===== src/rtl/btn_debouncer_pkg.sv =====
// Shared constants for the push-button debouncer and its consumers.
// Button indices follow the interpreter's num mapping.
package btn_debouncer_pkg;

  localparam int N_BTNS_DEFAULT        = 4;
  localparam int DEBOUNCE_CYCLES_SYNTH = 1000000;
  localparam int DEBOUNCE_CYCLES_SIM   = 8;

  localparam int BTN_UP    = 0;
  localparam int BTN_RIGHT = 1;
  localparam int BTN_DOWN  = 2;
  localparam int BTN_LEFT  = 3;

endpackage


===== src/rtl/btn_debouncer_if.sv =====
// Button bundle between the board pins and the debouncer: raw pins in,
// clean levels, press pulses and the stable flag out.
interface btn_debouncer_if
  import btn_debouncer_pkg::*;
#(
  parameter int N_BTNS = N_BTNS_DEFAULT
);

  logic [N_BTNS-1:0] btns_raw;
  logic [N_BTNS-1:0] btns;
  logic [N_BTNS-1:0] btns_rise;
  logic              stable;

  modport master (output btns_raw, input btns, btns_rise, stable);
  modport slave  (input btns_raw, output btns, btns_rise, stable);

endinterface


===== src/rtl/btn_debounce_chan.sv =====
// One debounced button: 2-FF synchroniser, mismatch counter, accepted level
// and a registered rising-edge pulse.
module btn_debounce_chan
  import btn_debouncer_pkg::*;
#(
  parameter int DEBOUNCE_CYCLES = DEBOUNCE_CYCLES_SYNTH
) (
  input  logic clk,
  input  logic rst,
  input  logic raw_i,
  output logic btn_o,
  output logic rise_o,
  output logic match_o
);

  localparam int                CNT_W   = $clog2(DEBOUNCE_CYCLES);
  localparam logic [CNT_W-1:0]  CNT_MAX = CNT_W'(DEBOUNCE_CYCLES - 1);

  logic             sync1_q, sync2_q;
  logic             state_q, state_d;
  logic             rise_q,  rise_d;
  logic [CNT_W-1:0] cnt_q,   cnt_d;

  // Any sample agreeing with the accepted level restarts the count, so the
  // full window is measured from the last bounce.
  always_comb begin
    // NOTE: every output gets a default before the branches, so no latch is inferred.
    state_d = state_q;
    cnt_d   = cnt_q;
    if (sync2_q == state_q) begin
      cnt_d = '0;
    end else if (cnt_q == CNT_MAX) begin
      state_d = ~state_q;
      cnt_d   = '0;
    end else begin
      cnt_d = cnt_q + CNT_W'(1);
    end
    rise_d = state_d & ~state_q;
  end

  // NOTE: state is updated with <= only; the comb block above uses = because it has no memory.
  always_ff @(posedge clk or posedge rst) begin
    if (rst) begin
      sync1_q <= 1'b0;
      sync2_q <= 1'b0;
      state_q <= 1'b0;
      rise_q  <= 1'b0;
      cnt_q   <= '0;
    end else begin
      sync1_q <= raw_i;
      sync2_q <= sync1_q;
      state_q <= state_d;
      rise_q  <= rise_d;
      cnt_q   <= cnt_d;
    end
  end

  assign btn_o   = state_q;
  assign rise_o  = rise_q;
  assign match_o = (sync2_q == state_q);

endmodule


===== src/rtl/btn_debouncer.sv =====
// Debounces N_BTNS asynchronous board buttons into clean levels and press
// pulses; stable reports that no channel has a change pending.
module btn_debouncer
  import btn_debouncer_pkg::*;
#(
  parameter int N_BTNS          = N_BTNS_DEFAULT,
  parameter int DEBOUNCE_CYCLES = DEBOUNCE_CYCLES_SYNTH
) (
  input  logic            clk,
  input  logic            rst,
  btn_debouncer_if.slave  bus
);

  logic [N_BTNS-1:0] btn_lvl;
  logic [N_BTNS-1:0] btn_rise;
  logic [N_BTNS-1:0] btn_match;

  for (genvar i = 0; i < N_BTNS; i++) begin : g_chan
    btn_debounce_chan #(
      .DEBOUNCE_CYCLES (DEBOUNCE_CYCLES)
    ) u_chan (
      .clk     (clk),
      .rst     (rst),
      .raw_i   (bus.btns_raw[i]),
      .btn_o   (btn_lvl[i]),
      .rise_o  (btn_rise[i]),
      .match_o (btn_match[i])
    );
  end

  assign bus.btns      = btn_lvl;
  assign bus.btns_rise = btn_rise;
  assign bus.stable    = &btn_match;

endmodule


===== src/flat_wrapper.sv =====
// flat-port wrapper written by rule: the top's interface ports become plain ports
module btn_debouncer_flat import btn_debouncer_pkg::*;
#(
  parameter int N_BTNS          = N_BTNS_DEFAULT,
  parameter int DEBOUNCE_CYCLES = DEBOUNCE_CYCLES_SYNTH
)
  (clk, rst, bus_btns_raw, bus_btns, bus_btns_rise, bus_stable);
  btn_debouncer_if #(.N_BTNS(N_BTNS)) bus_i ();
  input  logic clk;
  input  logic rst;
  input wire logic [$bits(bus_i.btns_raw)-1:0] bus_btns_raw;
  output wire logic [$bits(bus_i.btns)-1:0] bus_btns;
  output wire logic [$bits(bus_i.btns_rise)-1:0] bus_btns_rise;
  output wire logic [$bits(bus_i.stable)-1:0] bus_stable;
  assign bus_i.btns_raw = bus_btns_raw;
  assign bus_btns = bus_i.btns;
  assign bus_btns_rise = bus_i.btns_rise;
  assign bus_stable = bus_i.stable;
  btn_debouncer #(.N_BTNS(N_BTNS), .DEBOUNCE_CYCLES(DEBOUNCE_CYCLES)) u_core (.clk(clk), .rst(rst), .bus(bus_i));
endmodule

===== config.mk =====
export PLATFORM = sky130hd
export DESIGN_NAME = btn_debouncer_flat
export DESIGN_NICKNAME = d
export VERILOG_FILES = /design/src/rtl/btn_debouncer_pkg.sv /design/src/rtl/btn_debouncer_if.sv /design/src/rtl/btn_debounce_chan.sv /design/src/rtl/btn_debouncer.sv /design/src/flat_wrapper.sv
export SDC_FILE = /design/constraint.sdc
export NUM_CORES = 1
export LEC_CHECK = 0
export ABC_AREA = 1
export CORE_UTILIZATION = 67
export DETAILED_ROUTE_END_ITERATION = 8
export PLACE_DENSITY = 0.91
export SLEW_MARGIN = 40
export SYNTH_ARGS = -nofsm -noshare
export SYNTH_HDL_FRONTEND = slang
export SYNTH_HIERARCHICAL = 1
export SYNTH_SLANG_ARGS = --single-unit

===== constraint.sdc =====
create_clock -name clk -period 3.85 [get_ports clk]
set_input_delay 1.155 -clock clk [delete_from_list [all_inputs] [get_ports clk]]
set_output_delay 1.155 -clock clk [all_outputs]
set_load 0.02 [all_outputs]

==> impl_metrics.py <==
metrics = {
    "routing": {
        "wirelength_um": 10600,
        "firstDrtPassIters": 6,
        "drtIter0Drc": 365,
        "via_per_inst": 5.54,
        "routedWlPerCell_um": 14.0,
        "ant_nets": 0,
        "dr_total_vias": 4224,
        "drc": 0,
    },
    "power": {
        "vdd_drop_max_mv": 0.239,
        "powerDensity_nw_per_um2": 308,
        "power_leakage_uw": 0.00235,
    },
    "synth": {
        "yosys.area.top_type": "dfrtp_1",
        "synthAdderAreaFrac_pct": 0.959,
        "synthCells": 631,
        "synth-simple-area-share_pct": 38.4,
        "ys.warnings.count": 6,
        "syn_area_per_cell_um2": 8.27,
        "syn_area_um2": 5220,
        "netlist.area_leader.share_pct": 46.1,
        "synth_nets": 641,
        "synth-compound-area-share_pct": 2.69,
        "synth_top_family_by_area": "simple AND/OR/NAND/NOR gates",
        "synth_xor_area_share_pct": 7.29,
        "synth-seq-area-share_pct": 46.1,
        "ys_seq_elements": 96,
        "muxShareOfSynthArea_pct": 0,
        "synth_area_leaders": "dfrtp_1 46%, nor2_1 9.6%, nand2_1 7.6%",
        "ys_types": 25,
    },
    "worst_setup_path": {
        "r2r_slack_ns": 2.31,
        "cp-start-kind": "flop",
        "reg2reg_to": "u_core/g_chan[1].u_chan/cnt_q[9]",
        "crit_fanout": 10,
        "cp-end-kind": "primary output",
        "reg2regPathDepth": 6,
        "crit_type": "reg -> out",
        "timing.rr.start": "u_core/g_chan[1].u_chan/cnt_q[0]",
        "crit_required_ns": 2.69,
        "cp.arrival_ns": 1.98,
    },
    "floorplan": {
        "die_x_um": 90.2,
        "start_util_pct": 70.8,
        "dieArea_um2": 8140,
        "dieHeight_um": 90.2,
        "core_area_um2": 7370,
        "ioPinCount": 15,
        "rows": 31,
    },
    "sta": {
        "timing.fmax_ghz": 0.319,
        "setup_viol_count_final": 0,
        "relSlewSlack_pct": 67.0,
        "fin_ws_ns": 0.713,
        "finalSetupTns_ns": 0,
        "rsz0062_at_grt": "false",
        "finalCritPeriodShare_pct": 81.5,
        "tightest_slew_ns": 0.495,
        "clock_skew_ns": 0.00333,
        "final_max_slew_viol_count": 0,
        "hold_viol_final": 0,
        "finalCriticalPeriod_ns": 3.14,
    },
    "global_routing": {
        "grt_overflow": 0,
        "grtUsageTotal_pct": 28.9,
        "grt_max_degree": 25,
        "antenna_found_initial": 0,
        "grt_pass1_vias": 4211,
        "grt_pass1_wl_um": 19000,
    },
    "place": {
        "dp_hpwl_um": 7710,
        "dp.cells": 748,
        "placement.io_buffers": 14,
        "pre_cts_ws_ns": 1.06,
        "place_congestion": 0.919,
    },
    "clocking": {
        "clockRootBuffer": "clkbuf_8",
        "clkLatencyLatePin_ns": 0.35,
        "cts_tree": "built",
        "h-tree-depth": 3,
        "holdBufCountCts": 0,
        "cts_setup_buffers": 0,
        "cts_made_buffers": 9,
        "clk_pin_slew_worst_paths_ns": 0.08,
        "clk_path_buf_depth": 2,
        "clock_sinks": 96,
        "ctsResizeCount": 0,
    },
    "run_status": {
        "status": "finished clean",
    },
    "layout": {
        "final_cell_mix": "133 x nor2_1, 106 x nand2_1, 96 x dfrtp_1",
        "antenna_cells": 0,
        "fin_cells": 763,
        "nNetsFinal": 670,
        "utilization_pct": 77.4,
        "final_common_cell": "nor2_1",
        "drive_gt1_share_pct": 17.3,
        "syn_to_final_growth_pct": 9.35,
    },
    "run": {
        "cap_violations": 0,
    },
    "min_path": {
        "min_from": "u_core/g_chan[2].u_chan/sync1_q",
        "hp-class": "reg -> reg",
        "hold_end": "u_core/g_chan[2].u_chan/sync2_q",
        "holdPathStages": 0,
    },
}
==> how the worst max path moves through the flow <==
stage / start / end / slack, ns / cells after the start
3_5_place_dp: u_core/g_chan[2].u_chan/btn_o / bus_stable / 1.06 / 5
5_1_grt: u_core/g_chan[1].u_chan/btn_o / bus_stable / 0.57 / 5
4_1_cts: u_core/g_chan[1].u_chan/btn_o / bus_stable / 0.67 / 5
2_1_floorplan: u_core/g_chan[0].u_chan/btn_o / bus_stable / 1.43 / 3
6_report: u_core/g_chan[2].u_chan/btn_o / bus_stable / 0.71 / 5
3_3_place_gp: u_core/g_chan[2].u_chan/btn_o / bus_stable / 1.09 / 5
==> through the flow <==
stage	total power [µW]	cell area, µm²	hold WS, ns
floorplan	1100	5220	0.331
global placement	1130	5510	0.338
detailed placement	1130	5510	0.336
CTS	1780	5700	0.363
global route	1830	5700	0.367
finish	1760	5700	0.357
==> per-layer routing <==
layer / wire [µm] / vias to the layer above / global-route usage [%] / part of all wire (%)
met5: 0 / - / 0 / 0
met3: 452 / 16 / 5.08 / 4.2
met4: 151 / 0 / 9.81 / 1.4
met1: 4600 / 2043 / 37.2 / 43
li1: - / 2058 / - / -
met2: 5440 / 107 / 49.4 / 51
==> power breakdown <==
part | total [µW] | leakage, µW | internal, µW | switching, µW
registers | 1030 | 0.00131 | 1020 | 10.6
logic | 76.9 | 0.000941 | 23.7 | 53.2
clock network | 648 | 0.0000985 | 314 | 334
==> registers in the layout, summed over array words and instances, names as in the netlist <==
signal	count
u_core/g_chan.u_chan/rise_o	4
u_core/g_chan.u_chan/sync2_q	4
u_core/g_chan.u_chan/sync1_q	4
u_core/g_chan.u_chan/btn_o	4
u_core/g_chan.u_chan/cnt_q	80
==> area by class of cell <==
type	instances	area [µm²]
well taps	99	124
flip-flops and latches	96	2400
clock inverters	5	56.3
clock buffers	10	138
repair buffers	18	170
multi-input cells	471	2570
inverters	64	240
fillers	515	1670
==> worst max-delay path: stages, from the launching register on <==
cell	delay (ns)
dfrtp_1	0.45
xnor2_2	0.16
buf_4	0.19
nand2_1	0.08
nor2_1	0.12
clkdlybuf4s50_1	0.62
==> kinds of logic after synthesis <==
logic type               count (synthesis)
XOR/XNOR                                40
AND/OR/NAND/NOR                        399
AO/OA/AOI/OAI                           28
adder cells (fa/ha/maj)                  4
flip-flops                              96
buffers and inverters                   64
==> Yosys cell counts <==
library cell	instances
a21oi_1	8
dfrtp_1	96
ha_1	4
inv_1	60
inv_2	4
nand2_1	106
nand2_2	16
nand2_4	4
nand3_1	40
nand3_2	4
nand3_4	4
nand3b_1	4
nand4_1	16
nor2_1	133
nor2_2	40
nor2_4	8
nor3_1	12
nor3_2	4
nor3b_1	4
nor3b_2	4
o21ai_0	8
o21ai_1	12
xnor2_1	8
xnor2_2	4
xor2_1	28
(Power assumes the default switching activity.)
